[config.mk]
export PLATFORM = sky130hd
export DESIGN_NAME = uart_rx_buffer
export DESIGN_NICKNAME = d
export VERILOG_FILES = /design/src/rtl/uart_rx_pkg.sv /design/src/rtl/uart_rx_buffer_sync_fifo.sv /design/src/rtl/uart_rx_buffer.sv
export SDC_FILE = /design/constraint.sdc
export NUM_CORES = 1
export LEC_CHECK = 0
export ABC_AREA = 1
export CAP_MARGIN = 5
export CORE_MARGIN = 4
export CORE_UTILIZATION = 55
export DETAILED_ROUTE_END_ITERATION = 6
export GPL_TIMING_DRIVEN = 0
export PLACE_DENSITY = 0.81
export SLEW_MARGIN = 30
export SYNTH_ARGS = -nofsm -noshare
export SYNTH_HDL_FRONTEND = slang
export SYNTH_SLANG_ARGS = --single-unit
[constraint.sdc]
create_clock -name Clock -period 3.6 [get_ports Clock]
set_input_delay 0.36 -clock Clock [delete_from_list [all_inputs] [get_ports Clock]]
set_output_delay 0.36 -clock Clock [all_outputs]
set_load 0.01 [all_outputs]
[src/rtl/uart_rx_pkg.sv]
`default_nettype none
// ============================================================================
//  Module : uart_rx_pkg
//  Brief  : Shared types and constants for the UART receive buffer: capture
//           FSM encoding, STATUS word bit positions, register select values
//           and a helper that assembles the STATUS word.
//  Rev    : 1.0  initial release
// ============================================================================
package uart_rx_pkg;

   // Capture FSM encoding
   typedef enum logic [1:0] {
      ST_IDLE    = 2'd0,
      ST_CAPTURE = 2'd1,
      ST_CLEAR   = 2'd2,
      ST_WAIT    = 2'd3
   } rx_state_e;

   // STATUS word bit positions
   localparam int unsigned C_STAT_NOT_EMPTY = 0;
   localparam int unsigned C_STAT_FULL      = 1;
   localparam int unsigned C_STAT_OVERRUN   = 2;
   localparam int unsigned C_STAT_COUNT_LSB = 8;

   // Reg_Sel decode (CPU address bit 2)
   localparam logic C_SEL_DATA   = 1'b0;
   localparam logic C_SEL_STATUS = 1'b1;

   // Assemble the STATUS word; count arrives zero-extended to 24 bits
   function automatic logic [31:0] pack_status(
      input logic        not_empty,
      input logic        full,
      input logic        overrun,
      input logic [23:0] count
   );
      logic [31:0] s;
      s                        = '0;
      s[C_STAT_NOT_EMPTY]      = not_empty;
      s[C_STAT_FULL]           = full;
      s[C_STAT_OVERRUN]        = overrun;
      s[31:C_STAT_COUNT_LSB]   = count;
      return s;
   endfunction

endpackage : uart_rx_pkg
`default_nettype wire

[src/rtl/uart_rx_buffer_sync_fifo.sv]
`default_nettype none
// ============================================================================
//  Module : sync_fifo
//  Brief  : Single-clock register-array FIFO with push/pop, full/empty flags
//           and an occupancy count. Push into a full FIFO and pop from an
//           empty FIFO are ignored. Full/empty are evaluated on the current
//           count, so a pop on a full FIFO does not admit a same-edge push.
//  Rev    : 1.0  initial release
// ============================================================================
module sync_fifo #(
   parameter int WIDTH  = 8,
   parameter int DEPTH  = 16,   // power of two, 2..256
   parameter int ADDR_W = 4     // log2(DEPTH)
) (
   input  logic              clk,
   input  logic              rst_n,
   input  logic              push_i,
   input  logic [WIDTH-1:0]  wdata_i,
   input  logic              pop_i,
   output logic [WIDTH-1:0]  rdata_o,
   output logic              full_o,
   output logic              empty_o,
   output logic [ADDR_W:0]   count_o
);

   localparam logic [ADDR_W:0] C_DEPTH = (ADDR_W + 1)'(DEPTH);

   logic [WIDTH-1:0]  mem_q [DEPTH];
   logic [ADDR_W-1:0] wr_ptr_q, wr_ptr_d;
   logic [ADDR_W-1:0] rd_ptr_q, rd_ptr_d;
   logic [ADDR_W:0]   count_q,  count_d;
   logic              push_en;
   logic              pop_en;

   assign full_o  = (count_q == C_DEPTH);
   assign empty_o = (count_q == '0);
   assign count_o = count_q;
   assign rdata_o = mem_q[rd_ptr_q];

   assign push_en = push_i & ~full_o;
   assign pop_en  = pop_i  & ~empty_o;

   // Next pointers and count; pointers wrap naturally at DEPTH-1 -> 0
   always_comb begin
      wr_ptr_d = wr_ptr_q;
      rd_ptr_d = rd_ptr_q;
      count_d  = count_q;
      if (push_en) wr_ptr_d = wr_ptr_q + 1'b1;
      if (pop_en)  rd_ptr_d = rd_ptr_q + 1'b1;
      case ({push_en, pop_en})
         2'b10:   count_d = count_q + 1'b1;
         2'b01:   count_d = count_q - 1'b1;
         default: count_d = count_q;
      endcase
   end

   // Pointer and count registers
   always_ff @(posedge clk or negedge rst_n) begin
      if (!rst_n) begin
         wr_ptr_q <= '0;
         rd_ptr_q <= '0;
         count_q  <= '0;
      end else begin
         wr_ptr_q <= wr_ptr_d;
         rd_ptr_q <= rd_ptr_d;
         count_q  <= count_d;
      end
   end

   // Storage array; contents are don't-care until written, so no reset
   always_ff @(posedge clk) begin
      if (push_en) mem_q[wr_ptr_q] <= wdata_i;
   end

endmodule : sync_fifo
`default_nettype wire

[src/rtl/uart_rx_buffer.sv]
`default_nettype none
// ============================================================================
//  Module : uart_rx_buffer
//  Brief  : Memory-mapped receive stage behind the uart core. A capture FSM
//           takes each byte flagged by Rx_Ready, acknowledges it with a
//           one-cycle Rx_Clear, and queues it in a FIFO. The CPU reads the
//           head byte (DATA) or a STATUS word and pops with Read_Pop.
//  Rev    : 1.0  initial release
// ============================================================================
module uart_rx_buffer
   import uart_rx_pkg::*;
#(
   parameter int DEPTH  = 16,
   parameter int ADDR_W = 4
) (
   input  logic        Clock,
   input  logic        Reset,       // asynchronous, active-low
   input  logic        Rx_Ready,
   input  logic [7:0]  Rx_Data,
   output logic        Rx_Clear,
   input  logic        Reg_Sel,
   input  logic        Read_Pop,
   input  logic        Clear_Err,
   output logic [31:0] Data_Out,
   output logic        Rx_Irq
);

   rx_state_e         state_q, state_d;
   logic              overrun_q, overrun_d;
   logic              push;
   logic              pop;
   logic              overrun_set;
   logic [7:0]        fifo_rdata;
   logic              fifo_full;
   logic              fifo_empty;
   logic [ADDR_W:0]   fifo_count;
   logic [31:0]       status_word;
   logic [31:0]       data_word;

   sync_fifo #(
      .WIDTH  (8),
      .DEPTH  (DEPTH),
      .ADDR_W (ADDR_W)
   ) u_fifo (
      .clk     (Clock),
      .rst_n   (Reset),
      .push_i  (push),
      .wdata_i (Rx_Data),
      .pop_i   (pop),
      .rdata_o (fifo_rdata),
      .full_o  (fifo_full),
      .empty_o (fifo_empty),
      .count_o (fifo_count)
   );

   // Capture FSM: next state, FIFO push, overrun detection and acknowledge
   always_comb begin
      state_d     = state_q;
      push        = 1'b0;
      overrun_set = 1'b0;
      Rx_Clear    = 1'b0;
      case (state_q)
         ST_IDLE: begin
            if (Rx_Ready) state_d = ST_CAPTURE;
         end
         ST_CAPTURE: begin
            // FIFO drops the byte itself when full; flag it as overrun here
            push        = 1'b1;
            overrun_set = fifo_full;
            state_d     = ST_CLEAR;
         end
         ST_CLEAR: begin
            Rx_Clear = 1'b1;
            state_d  = ST_WAIT;
         end
         ST_WAIT: begin
            // Hold until the uart has withdrawn rdy so one byte is taken once
            if (!Rx_Ready) state_d = ST_IDLE;
         end
         default: state_d = ST_IDLE;
      endcase
   end

   // Sticky overrun: a new overrun outranks a simultaneous clear request
   always_comb begin
      overrun_d = overrun_set | (overrun_q & ~Clear_Err);
   end

   // FSM state and overrun flag registers
   always_ff @(posedge Clock or negedge Reset) begin
      if (!Reset) begin
         state_q   <= ST_IDLE;
         overrun_q <= 1'b0;
      end else begin
         state_q   <= state_d;
         overrun_q <= overrun_d;
      end
   end

   // Pops only count when the DATA word is addressed
   assign pop    = Read_Pop & (Reg_Sel == C_SEL_DATA);
   assign Rx_Irq = ~fifo_empty;

   // Read-bus mux: head byte (zero when empty) or STATUS word
   always_comb begin
      status_word = pack_status(~fifo_empty, fifo_full, overrun_q, 24'(fifo_count));
      data_word   = fifo_empty ? 32'h0 : {24'h0, fifo_rdata};
      Data_Out    = (Reg_Sel == C_SEL_STATUS) ? status_word : data_word;
   end

endmodule : uart_rx_buffer
`default_nettype wire
# Word level (Yosys, flattened, before mapping)
# Memories as Yosys holds them, arrays and structs flattened.
# Index checks and enable logic that the tools add are counted.
# word_totals
regBits	16
mem_bits_rw	128
input_bits	14
out_inout_bits	34
mem_count	1
# op_classes
add_sub_neg	4
eq_ne	8
n_mux	11
n_bitwise	9
reduce_logical	4
# mem_list
name	words	width	rd	rd_ports_with_merged_regs	wr	line	rtl
u_fifo.mem_q	16	8	1	0	1	uart_rx_buffer_sync_fifo.sv:28	logic [WIDTH-1:0] mem_q [DEPTH];
# op_table
cell	n
13-bit 2-to-1 mux	1
5-bit one-hot mux with 2 select lines	1
4-bit by 1-bit adder with 4-bit output, second input constant	2
8-bit 2-to-1 mux	1
2-bit one-hot mux with 4 select lines	1
2-bit equality test, second input constant	3
5-bit by 1-bit adder with 5-bit output, second input constant	1
5-bit equality test, second input constant	1
5-bit logical NOT	1
1-bit 2-to-1 mux	5
5-bit by 1-bit subtractor with 5-bit output, second input constant	1
1-bit AND	4
2-bit by 1-bit equality test with 1-bit output, second input constant	2
2-bit 2-to-1 mux	2
2-bit inequality test, second input constant	2
1-bit NOT	4
2-bit logical NOT	1
2-bit AND reduction	1
2-bit nonzero test	1
1-bit OR	1

# Depth between registers and ports, before layout
# logic_depth
ltp_word	5
ltp_mapped	17
ltp_nobuf	17

# By module
# Synthesis repeated with hierarchy kept, for this count alone.
# hier_totals
cells_unflattened	703
hier_area_um2	6732.7
# by_module_without_submodules
mod	n_inst	cells_per_inst	area_each_um2	seq_area_each_um2
sync_fifo	1	621	6231.0	4169.0
uart_rx_buffer	1	82	501.7	75.1

# Worst setup path before layout
# Ideal clock, no wire load.
# synth_path
path_kind	register to register
startpoint	register u_fifo.count_q[1], in the netlist u_fifo.count_o[1]
endpoint	register u_fifo.count_q[4], in the netlist u_fifo.count_o[4]
setup_ns	0.118
t_arrival_ns	2.049
required_time_ns	3.482
slack_ns	1.433
stages_incl_launch_ff	18
n_path_buf	0
period_less_slack_ns	2.167
cell_sequence	dfrtp_1 -> nor2_1 -> nand4_2 -> nand2_1 -> inv_2 -> nand2_4 -> inv_1 -> ha_1 -> xor2_1 -> ha_1 -> inv_1 -> nand2_1 -> nand3_1 -> nand2_1 -> nand2_1 -> nand2_1 -> nand2_1 -> o21ai_2
# synth_between
elab_chain_cells	5
word_cells_on_any_way	12
classes_between	2 x add/sub; 3 x eq/ne; 1 x mux; 4 x bitwise; 2 x reduce/logical
# synth_lines
item	line	rtl
start: declaration	uart_rx_buffer_sync_fifo.sv:31	logic [ADDR_W:0] count_q, count_d;
start signal: assignment	uart_rx_buffer_sync_fifo.sv:66	count_q <= count_d;
5-bit logical NOT (*)	uart_rx_buffer_sync_fifo.sv:36	assign empty_o = (count_q == '0);
1-bit NOT (*)	--	
named net Rx_Irq	uart_rx_buffer.sv:25	output logic Rx_Irq
1-bit AND (*)	uart_rx_buffer_sync_fifo.sv:41	assign pop_en = pop_i & ~empty_o;
named net u_fifo.pop_en	uart_rx_buffer_sync_fifo.sv:33	logic pop_en;
2-bit by 1-bit equality test with 1-bit output / 2-bit equality test (equally long branches)	uart_rx_buffer_sync_fifo.sv:50	case ({push_en, pop_en})
5-bit one-hot mux with 2 select lines / 2-bit nonzero test (equally long branches)	--	
# Mark *: on every way through the listed nets, which the timed path passes. The rest lies on a longest branch.
# A chain may end at the register's enable or synchronous reset.

# Final worst setup path
# layout_path
startpoint	register u_fifo.rd_ptr_q[1]
endpoint	output port Data_Out[5]
# layout_between
elab_chain_cells	3
# layout_lines
item	line	rtl
start: declaration	uart_rx_buffer_sync_fifo.sv:30	logic [ADDR_W-1:0] rd_ptr_q, rd_ptr_d;
start signal: assignment	uart_rx_buffer_sync_fifo.sv:65	rd_ptr_q <= rd_ptr_d;
memory read 16 x 8 bit	--	
8-bit 2-to-1 mux	uart_rx_buffer.sv:107	data_word = fifo_empty ? 32'h0 : {24'h0, fifo_rdata};
13-bit 2-to-1 mux	uart_rx_buffer.sv:108	Data_Out = (Reg_Sel == C_SEL_STATUS) ? status_word : data_word;
end: declaration	uart_rx_buffer.sv:24	output logic [31:0] Data_Out,
# Every way passes these cells.

==> out/results.tsv <==
stage	metric	value	unit
run_status	status	completed	
yosys	Ys Warns	0	
sta	Slew @ Worst Pin	871	ps
detailed_routing	ANT nets after route	0	
sta	Final Skew	5.92	ps
sta	setup TNS	0	ps
placed_design	port buffer count	28	
yosys	#FFs+latches synth	144	
placed_design	HPWL Detailed	10.2	mm
critical_path	critical path fanouts, max	10	
placed_design	Placed Area	0.00704	mm2
floorplan	Die W	117	um
sta	min cycle time layout	2960	ps
detailed_routing	total iterations of the first detailed-routing run	5	
pwr	VDD IR max	0.487	mV
layout	proportion of layout cells with a drive suffix above 1	13.0	%
critical_path	required time of the critical path	3240	ps
cts	Clock Latency Late Sink	410	ps
cts	CTS tree	yes	
cts	H-tree levels	4	
sta	Final Setup Violations	0	
global_route	global-route wire length before repair	24.4	mm
pwr	LEAKAGE	3.13	nW
global_route	initial antenna violation count	0	
detailed_routing	WL/cell	19.3	um
critical_path	Setup Crit Path Kind	register to output port	
layout	post-route cell area	0.00771	mm2
yosys	synth unique cells	37	
cts	# clock sinks	144	
critical_path	Worst Setup SP	u_fifo.rd_ptr_q[1]	
placed_design	placer congestion estimate	0.983	
sta	worst rel slew slack	41.8	%
detailed_routing	DR vias/cell	5.61	
yosys	Most used DFF post-synth	edfxtp_1	
sta	final hold violations	0	
yosys	Post-Synthesis Cell Area	0.00651	mm2
detailed_routing	via count	4525	
detailed_routing	initial DRC count	490	
global_route	grt ovf	0	
floorplan	Starting Density	56.5	%
cts	Setup Buffers After CTS	0	
sta	f_max	338	MHz
pwr	power per cell area	829	mW/mm2
critical_path	R2R Path Start	u_fifo.count_o[1]	
sta	count of pins over their slew limit	0	
floorplan	core footprint	0.0115	mm2
yosys	Seq/Total Area, Yosys	65.2	%
yosys	async set or reset register ratio after synthesis	11.1	%
critical_path	Reg2Reg Setup Slack	1050	ps
floorplan	std cell rows	39	
layout	nets@finish	679	
global_route	GRT Total Usage	24.5	%
yosys	Post-synth EDFFs	128	
cts	clock buffer count from CTS	17	
global_route	largest net degree at the start of global routing	17	
cts	CTS clk-pin slew, worst paths	60	ps
critical_path	CP Capture Type	output port	
cts	CTS root buf	clkbuf_16	
cts	# hold bufs at CTS	0	
critical_path	worst reg2reg endpoint	u_fifo.count_o[4]	
sta	RSZ-0062 raised after global routing	false	
cts	CTS max path bufs	2	
cts	# resized after CTS	0	
floorplan	die area	0.0136	mm2
critical_path	worst reg-to-reg path cell count	16	
yosys	syn avg cell area	11.1	um2
floorplan	Die Height	117	um
job	max-cap violation count	0	
floorplan	Ports	48	
critical_path	Worst Setup EP	Data_Out[5]	
critical_path	Arr. time, crit path	2600	ps
critical_path	Startpoint Class	register	
yosys	Post-Synthesis Cells	586	
layout	area growth from synthesis to layout	18.4	%
sta	fin crit share	82.3	%
detailed_routing	total wire length	15.6	mm
global_route	vias in the first global route	4473	
worst_hold_path	Worst Hold Class	input port to asynchronous set/reset pin	
detailed_routing	DRC errors left	0	
layout	antenna diode count	0	
registers in the layout, summed over array words and instances (netlist names):
name             flops
u_fifo.mem_q       128
u_fifo.count_o       5
u_fifo.rd_ptr_q      4
u_fifo.wr_ptr_q      4
state_q              2
overrun_q            1
metrics by stage:
step / hold slack (ps) / total power, mW / setup slack (ps) / utilization (%) / std cells
after CTS: 445 / 6.36 / 668 / 66.9 / 807
final: 428 / 6.39 / 637 / 66.9 / 807
after detailed placement: 534 / 4.36 / 813 / 61.1 / 775
after global routing: 465 / 6.74 / 491 / 66.9 / 807
after global placement: 528 / 4.27 / 893 / 61.1 / 775
after floorplan: 64.4 / 3.61 / 1430 / - / 604
power breakdown:
group          switching, mW  internal [mW]  total [mW]
logic                   1.47          0.818        2.29
clock network          0.645           1.34        1.98
registers              0.112           2.00        2.12
total                   2.23           4.16        6.39
critical path, cell delays in order (launching register included):
cell,delay [ps]
dfrtp_1,470
inv_2,220
buf_4,230
o21ai_1,90
o21ai_1,180
nand2_1,90
nand3_1,160
nand2_1,90
nor2_1,110
clkdlybuf4s50_1,540
placed cells by master, fill, tap and decap left out, types with 17 or more instances in the layout:
cell type	instances
edfxtp_1	128
nand2_1	107
inv_1	57
nor2_1	56
nand3_1	40
o21ai_1	33
clkdlybuf4s50_1	28
buf_4	25
conb_1	19
a21oi_1	18
clkbuf_16	17
worst min path at each step:
stage	from	end
floorplan	Reset	overrun_q
global placement	overrun_q	overrun_q
detailed placement	u_fifo.count_o[3]	u_fifo.count_o[3]
CTS	Reset	u_fifo.count_o[3]
global route	Reset	u_fifo.count_o[3]
finish	Reset	u_fifo.count_o[3]
cell families after synthesis:
kind of cell             count (synthesis)  share of synthesized area [%]
AND/OR/NAND/NOR                        231                           15.4
XOR/XNOR                                10                           1.35
AO/OA/AOI/OAI                           82                           6.96
adder cells (fa/ha/maj)                 14                           2.69
buffers and inverters                  103                           8.17
other                                    1                         0.0576
flip-flops                             144                           65.2
multiplexers                             1                          0.173
synth_stat cells (2+ instances only):
library cell	instances	area (um2)
nor3_1	2	10.0
o21ai_1	33	165
a21oi_1	18	90.1
buf_4	25	188
o21ai_0	16	80.1
edfxtp_1	128	3840
nand2_2	4	25.0
or2_2	2	12.5
dfrtp_1	16	400
inv_2	5	18.8
or2_0	6	37.5
xor2_1	8	70.1
ha_1	14	175
inv_1	57	214
or2_1	5	31.3
o211ai_1	5	37.5
buf_2	9	45.0
xnor2_1	2	17.5
buf_6	5	56.3
nand3_1	40	200
a211oi_1	5	37.5
nor2_1	56	210
nand2_1	107	402
nand3b_1	5	37.5
metal layers:
layer / track usage [%] / share of wire [%] / wire length [um]
met1: 30.5 / 37 / 5840
met5: 0 / 0 / 0
met3: 5.40 / 9.2 / 1430
met2: 40.3 / 48 / 7540
met4: 13.2 / 4.9 / 757
layout make-up:
cell class / count / area (um2)
plain buffers: 39 / 289
well taps: 143 / 179
inverters: 64 / 243
repair buffers: 28 / 280
flip-flops and latches: 144 / 4240
clock inverters: 10 / 206
multi-input cells: 357 / 1800
clock buffers: 22 / 464
fillers: 775 / 3810
(Power assumes the default switching activity.)
